<file path="src/rtl/pc_fetch_unit.sv">
// ---------------------------------------------------------------------------
// pc_fetch_unit
//
// Program counter and fetch-request stage of the MIPS core. It picks the next
// fetch address from the sequential, branch, jump and jump-register sources
// and drives a valid/ready request to instruction memory. The branch offset
// comes from the upstream shift-left-by-2 block, so it is already a byte
// offset. It only has to be added to the PC+4 base.
//
// Ports
//   i_clk            clock; all state changes on the rising edge
//   i_rst            synchronous reset, active-high; overrides every input
//   i_stall          hold the PC because of a pipeline hazard
//   i_branch_taken   a branch resolved taken this cycle
//   i_branch_base    PC+4 of the branch/jump instruction
//   i_branch_offset  sign-extended immediate, already shifted left by 2
//   i_jump           J/JAL this cycle
//   i_jump_index     26-bit instr_index field
//   i_jump_reg       JR/JALR this cycle
//   i_jump_reg_addr  register-sourced jump target
//   i_imem_ready     instruction memory accepts the request
//   o_pc             current fetch address (registered)
//   o_pc_plus4       o_pc + 4 (combinational)
//   o_imem_req       fetch request valid (registered)
//   o_redirect       one-cycle pulse: the PC was redirected on the last edge
//   o_misaligned     sticky error: the jump-register target was misaligned
// ---------------------------------------------------------------------------
module pc_fetch_unit #(
    parameter int               WIDTH        = 32,
    parameter logic [WIDTH-1:0] RESET_VECTOR = 32'h0000_0000
) (
    input  logic             i_clk,
    input  logic             i_rst,
    input  logic             i_stall,
    input  logic             i_branch_taken,
    input  logic [WIDTH-1:0] i_branch_base,
    input  logic [WIDTH-1:0] i_branch_offset,
    input  logic             i_jump,
    input  logic [25:0]      i_jump_index,
    input  logic             i_jump_reg,
    input  logic [WIDTH-1:0] i_jump_reg_addr,
    input  logic             i_imem_ready,
    output logic [WIDTH-1:0] o_pc,
    output logic [WIDTH-1:0] o_pc_plus4,
    output logic             o_imem_req,
    output logic             o_redirect,
    output logic             o_misaligned
);

    // Byte distance between sequential instruction words.
    localparam logic [WIDTH-1:0] PC_STEP = {{(WIDTH-3){1'b0}}, 3'b100};

    typedef enum logic [1:0] {
        ST_BOOT  = 2'b00,
        ST_RUN   = 2'b01,
        ST_ERROR = 2'b10
    } state_t;

    state_t           state_r;
    logic [WIDTH-1:0] pc_r;
    logic             imem_req_r;
    logic             redirect_r;
    logic             misaligned_r;

    logic [WIDTH-1:0] jump_target_s;
    logic [WIDTH-1:0] branch_target_s;
    logic             jr_misaligned_s;
    logic             transfer_s;

    // Candidate redirect targets and the handshake, computed from the inputs.
    always_comb begin
        // J-type target keeps the top nibble of the delay-slot PC.
        jump_target_s   = {i_branch_base[WIDTH-1:WIDTH-4], i_jump_index, 2'b00};
        // Modulo-2^WIDTH add. A wrapping target is legal and is not flagged.
        branch_target_s = i_branch_base + i_branch_offset;
        jr_misaligned_s = (i_jump_reg_addr[1:0] != 2'b00);
        transfer_s      = imem_req_r & i_imem_ready;
    end

    // Fetch FSM: state, PC and every registered output are updated together.
    always_ff @(posedge i_clk) begin
        if (i_rst) begin
            state_r      <= ST_BOOT;
            pc_r         <= RESET_VECTOR;
            imem_req_r   <= 1'b0;
            redirect_r   <= 1'b0;
            misaligned_r <= 1'b0;
        end else begin
            case (state_r)
                ST_BOOT: begin
                    // The idle first cycle lets the memory side settle.
                    // Redirects that arrive in this cycle are dropped.
                    state_r    <= ST_RUN;
                    imem_req_r <= 1'b1;
                    redirect_r <= 1'b0;
                end

                ST_RUN: begin
                    if (i_jump_reg) begin
                        if (jr_misaligned_s) begin
                            // Fetching from a bad target is never allowed.
                            // The PC freezes at its last good value.
                            state_r      <= ST_ERROR;
                            imem_req_r   <= 1'b0;
                            redirect_r   <= 1'b0;
                            misaligned_r <= 1'b1;
                        end else begin
                            pc_r       <= i_jump_reg_addr;
                            redirect_r <= 1'b1;
                        end
                    end else if (i_jump) begin
                        pc_r       <= jump_target_s;
                        redirect_r <= 1'b1;
                    end else if (i_branch_taken) begin
                        pc_r       <= branch_target_s;
                        redirect_r <= 1'b1;
                    end else if (i_stall) begin
                        // The request stays up, so an accepted transfer is
                        // simply repeated at the same address.
                        redirect_r <= 1'b0;
                    end else if (transfer_s) begin
                        pc_r       <= pc_r + PC_STEP;
                        redirect_r <= 1'b0;
                    end else begin
                        // Waiting for memory: the address must stay stable.
                        redirect_r <= 1'b0;
                    end
                end

                ST_ERROR: begin
                    // Only reset leaves this state.
                    imem_req_r   <= 1'b0;
                    redirect_r   <= 1'b0;
                    misaligned_r <= 1'b1;
                end

                default: begin
                    // An illegal encoding restarts the boot sequence.
                    // The PC is kept as it is.
                    state_r    <= ST_BOOT;
                    imem_req_r <= 1'b0;
                    redirect_r <= 1'b0;
                end
            endcase
        end
    end

    assign o_pc         = pc_r;
    assign o_pc_plus4   = pc_r + PC_STEP;
    assign o_imem_req   = imem_req_r;
    assign o_redirect   = redirect_r;
    assign o_misaligned = misaligned_r;

endmodule

</file>
<file path="config.mk">
export PLATFORM = sky130hd
export DESIGN_NAME = pc_fetch_unit
export DESIGN_NICKNAME = d
export VERILOG_FILES = /design/src/rtl/pc_fetch_unit.sv
export SDC_FILE = /design/constraint.sdc
export NUM_CORES = 1
export LEC_CHECK = 0
export BUFFER_PORTS_ARGS = -buffer_cell sky130_fd_sc_hd__buf_2
export CORE_UTILIZATION = 53
export DETAILED_ROUTE_END_ITERATION = 16
export PLACE_DENSITY = 0.94
export SYNTH_ARGS = -nofsm -noshare
export SYNTH_HDL_FRONTEND = slang
export SYNTH_SLANG_ARGS = --single-unit
</file>
<file path="constraint.sdc">
create_clock -name i_clk -period 5.32 [get_ports i_clk]
set_input_delay 1.064 -clock i_clk [delete_from_list [all_inputs] [get_ports i_clk]]
set_output_delay 1.064 -clock i_clk [all_outputs]
set_load 0.01 [all_outputs]
</file>
# After elaboration in Yosys (flattened, before gate mapping)
# Index checks and enable logic that the tools add are counted.
dict set report classes {
  n_addsub 2
  mul 0
  div_mod_pow 0
  magnitude_cmp 0
  eq_ne 6
  shift 0
  muxes 19
  bitwise_logic 3
  n_reduce_logical 9
}
# op n
set ops {}
lappend ops {{2-to-1 mux 32 bit} 6}
lappend ops {{adder 32 x 3 -> 32 bit, second input constant} 1}
lappend ops {{adder 32 bit} 1}
lappend ops {{2-to-1 mux 1 bit} 8}
lappend ops {{inequality test 2 bit, second input constant} 3}
lappend ops {{case mux 2 bit (3 select lines)} 1}
lappend ops {{AND reduction 3 bit} 2}
lappend ops {{2-to-1 mux 2 bit} 2}
lappend ops {{inequality test 4 x 1 -> 1 bit, second input constant} 1}
lappend ops {{case mux 1 bit (2 select lines)} 2}
lappend ops {{AND reduction 4 bit} 1}
lappend ops {{nonzero test 2 bit} 2}
lappend ops {{nonzero test 4 bit} 1}
lappend ops {{equality test 2 x 1 -> 1 bit, second input constant} 1}
lappend ops {{equality test 2 bit, second input constant} 1}
lappend ops {{logical NOT 2 bit} 1}
lappend ops {{inverter 1 bit} 2}
lappend ops {{AND reduction 2 bit} 1}
lappend ops {{OR reduction 2 bit} 1}
lappend ops {{AND 1 bit} 1}
dict set report word_totals {
  regBits 37
  latch_bits 0
  ramBits 0
  rom_bits 0
  inputBits 129
  out_inout_bits 67
  elab_cells 44
  n_memories 0
}

# Longest topological paths before layout
dict set report depth {
  ltp_word 6
  depth_mapped 11
  mapped_depth_nobuf 11
}

# Worst setup path before layout
# No wires, ideal clock.
dict set report synth_path {
  path_kind {input port to flip-flop}
  startpoint {input port i_branch_base[11]}
  endpoint {register pc_r[26] (netlist: o_pc[26])}
  setup_time_ns 0.116
  arrival_time_ns 3.192
  required_time_ns 5.204
  setup_slack_ns 2.012
  path_stages 8
  n_path_buf 0
  path_cell_list {ha_1 a2111oi_1 nand4_1 and4b_1 or3b_1 mux2i_1 o22ai_1 a31o_2}
}
dict set report synth_between {
  elab_chain_cells 4
}
# item line
set synth_lines {}
lappend synth_lines {{start: declaration} 36} ;# input logic [WIDTH-1:0] i_branch_base,
lappend synth_lines {{adder 32 bit} 75} ;# branch_target_s = i_branch_base + i_branch_offset;
lappend synth_lines {{2-to-1 mux 32 bit} 114} ;# end else if (i_branch_taken) begin
lappend synth_lines {{2-to-1 mux 32 bit} 111} ;# end else if (i_jump) begin
lappend synth_lines {{2-to-1 mux 32 bit} 99} ;# if (i_jump_reg) begin
lappend synth_lines {{end signal: assignment} 112} ;# pc_r <= jump_target_s;
lappend synth_lines {{end signal: assignment} 115} ;# pc_r <= branch_target_s;
lappend synth_lines {{end signal: assignment} 122} ;# pc_r <= pc_r + PC_STEP;
lappend synth_lines {{end: declaration} 60} ;# logic [WIDTH-1:0] pc_r;
# Every way passes these cells.
# A chain may end at the register's enable or synchronous reset.

# Worst setup path after layout
dict set report layout_path {
  startpoint {input port i_jump}
  endpoint {register pc_r[10] (netlist: o_pc[10])}
}
dict set report layout_between {
  elab_chain_cells 2
  word_cells_on_any_way 5
  classes_between {1 x eq/ne; 2 x mux; 2 x reduce/logical}
}
# item line
set layout_lines {}
lappend layout_lines {{start: declaration} 38} ;# input logic i_jump,
lappend layout_lines {{inequality test 4 x 1 -> 1 bit (no source line) (tied with other cells)} n/a}
lappend layout_lines {{AND reduction 4 bit (no source line) or 2-to-1 mux 32 bit (tied branches)} n/a}
lappend layout_lines {{end signal: assignment} 108} ;# pc_r <= i_jump_reg_addr;
lappend layout_lines {{end signal: assignment} 112}
lappend layout_lines {{end signal: assignment} 115}
# Several ways; a longest one is shown, not always the timed one.

==> impl_results.md <==
- Final Hold Viols: 0
- Drc violations: 0
- Hold Crit Class: reg -> reg
- Synth warnings: 0
- Seq/Total Area, Yosys: 0.1649
- IO Port Bufs: 195
- Hold WS: 0.4696 ns
- Total gr overflow: 0
- Area delta synth->final: 24.10%
- Wire per inst: 18.82 um
- DRT iter0 DRCs: 650
- Netlist cell types: 66
- Min Tclk post-route: 3.997 ns
- Seq. cell area: 740.7 sq um
- Maximum vdd drop: 0.1212 mV
- Worst setup path end: o_pc[10]$_SDFFE_PP0P_
- Cell count after synthesis: 620
- Pin count of the biggest net entering global routing: 42
- Post-cts resize count: 0
- Nets: 951
- Slew @ Worst Pin: 1.162 ns
- Reg2Reg Setup Slack: 2.37 ns
- H-Tree Depth: 2
- Relative slew slack: 0.2250
- Top_reg_cell synth: dfxtp_1
- Clock Tree Root: clkbuf_8
- GR Util met1: 0.4953
- Max Slew Vio Count: 0
- Fmax: 0.2502 GHz
- GRT Util Overall: 0.3701
- Clock slew at reported path FFs: 0.08 ns
- Worst R2R Path Depth: 8
- Clk_skew: 0.003626 ns
- Clk sinks: 37
- Busiest layer in global routing: met2
- Clock Path Buffers: 2
- RSZ-0062 raised after global routing: false
- Vias after detailed routing: 5753
- Post-CTS setup buffers: 0
- Core Rows: 33
- Ports: 196
- FILL cells: 764
- Crit path capture type: flip-flop
- Most frequent cells in the layout: buf_2, nor2_1, nand2_1, a21oi_1, dfxtp_1
- Most common cell after layout, fill and taps aside: buf_2
- Core Area: 8217 sq um
- Max Cap Viol: 0
- Area of the multi-input gates: 3526 sq um
- DPL Wire Length: 13.14 mm
- Vias in the first global route: 5093
- Asr flop ratio synth: 0
- Mapped Area: 4491 sq um
- Die Ht: 94.05 um
- Post-synth EDFFs: 0
- Crit-path max FO: 24
- Met2 usage: 0.6119
- Synth Area per Inst: 7.243 sq um
- Pwr per Cell Area: 190.6 nW/um^2
- Initial Utilization: 0.5465
- DRT antenna net count: 0
- Clk_lat worst skew: 0.29 ns
- GPL Wtd Cong: 0.9638
- Yosys reg bits: 37
- Setup-failing EPs final: 0
- CTS tree: done
- Final wirelength: 16.84 mm
- Cts-stage hold buffer count: 0
- Global-route met3 utilization: 0.05340
- First-pass GRT wire length: 25.47 mm
- CP arrival: 4.19 ns
- Net Count, Synth: 782
- Diodes inserted: 0
- Setup TNS: 0 ns
- Die X: 94.05 um
- Leakage: 2.679 nW
- Worst hold stages: 1
- Share of cells above drive strength 1: 0.2848
- CP Launch Type: input port
- Via density: 6.428
- Status: finished, final reports clean
- RR Endpoint: o_pc[23]$_SDFFE_PP0P_
- Crit path from: i_jump
- Full die area: 8844 sq um
- CTS Buf Count: 5
- Antenna violations before repair: 0
- Crit Reg-Reg Startpoint: o_pc[9]$_SDFFE_PP0P_
- Crit Path Class: in -> reg
- Final period util: 0.7512
- CP required: 5.51 ns
- DRT Pass-1 Iters: 7
-- flip-flops by register name, indices dropped and copies added (netlist names) --
register / cells
o_redirect: 1
o_pc: 32
o_misaligned: 1
o_imem_req: 1
state_r: 2
-- cells in the mapped netlist, drive strengths merged, types with 4 or more instances --
library cell	number	area [sq um]
a221o	5	50.05
o22ai	8	50.05
buf	9	47.54
nand3	20	100.1
a21o	19	142.6
clkbuf	26	97.59
nand2	53	198.9
o31ai	5	37.54
a31oi	8	50.05
or2	4	25.02
and2	5	31.28
nor3	28	150.1
o221ai	4	35.03
o21bai	6	45.04
nor2	65	251.5
a211oi	21	157.7
o21a	13	97.59
and3	13	81.33
xnor2	27	236.5
dfxtp	37	740.7
inv	21	78.83
o32ai	4	35.03
ha	32	400.4
o21ai	27	135.1
a21oi	48	240.2
and4	5	46.29
nand4	20	131.4
xor2	21	191.4
mux2i	7	70.07
o211ai	13	97.59
-- metrics by stage --
stage	setup slack [ns]	area (sq um)	cells	total power [mW]	utilization
6_report	1.323	5573	895	1.062	0.6782
5_1_grt	1.111	5573	895	1.116	0.6782
3_3_place_gp	1.274	5472	887	0.8183	0.6659
2_1_floorplan	2.012	4491	620	0.6449	-
4_1_cts	1.432	5573	895	1.046	0.6782
3_5_place_dp	1.121	5472	887	0.8281	0.6659
-- power breakdown --
| group | leakage (nW) | total [mW] | switching (mW) | internal (mW) |
|---|---|---|---|---|
| clock network | 0.0542 | 0.224 | 0.107 | 0.117 |
| registers | 0.304 | 0.338 | 0.0376 | 0.300 |
| logic | 2.32 | 0.500 | 0.296 | 0.204 |
-- worst max-delay path, stage by stage --
cell and delay, ns:
buf_2 0.37, inv_1 0.46, nand2_1 0.50, nor2_1 0.16, a21oi_2 0.80, nand3_1 0.42
o32ai_1 0.38
-- worst min-delay path by stage --
stage                                end  slack, ns                 startpoint
2_1_floorplan    o_imem_req$_SDFFE_PP0P_       0.44    state_r[0]$_SDFFE_PP0P_
3_3_place_gp   o_misaligned$_SDFFE_PP0P_       0.43  o_misaligned$_SDFFE_PP0P_
3_5_place_dp   o_misaligned$_SDFFE_PP0P_       0.44  o_misaligned$_SDFFE_PP0P_
4_1_cts        o_misaligned$_SDFFE_PP0P_       0.46  o_misaligned$_SDFFE_PP0P_
5_1_grt        o_misaligned$_SDFFE_PP0P_       0.50  o_misaligned$_SDFFE_PP0P_
6_report       o_misaligned$_SDFFE_PP0P_       0.47  o_misaligned$_SDFFE_PP0P_
-- cells by family after synthesis --
group                    synth area share
buffers and inverters             0.05071
adder cells (fa/ha/maj)           0.09362
XOR/XNOR                          0.09529
multiplexers                      0.01811
flip-flops                         0.1649
AND/OR/NAND/NOR                    0.2469
AO/OA/AOI/OAI                      0.3305
-- layer usage --
layer	part of all wire	wire [um]
met3	0.099	1670
met1	0.41	6975
met2	0.46	7695
met5	0	0
met4	0.030	500
-- final cells by class --
cell class / count / area share
Timing Repair Buffer: 197 / 0.1778
Inverter: 22 / 0.01482
Clock inverter: 1 / 0.0008981
Clock buffer: 7 / 0.01729
Sequential cell: 37 / 0.1329
Tap cell: 105 / 0.02357
Multi-Input combinational cell: 526 / 0.6327
No activity file was read; power rests on OpenSTA's default activity.
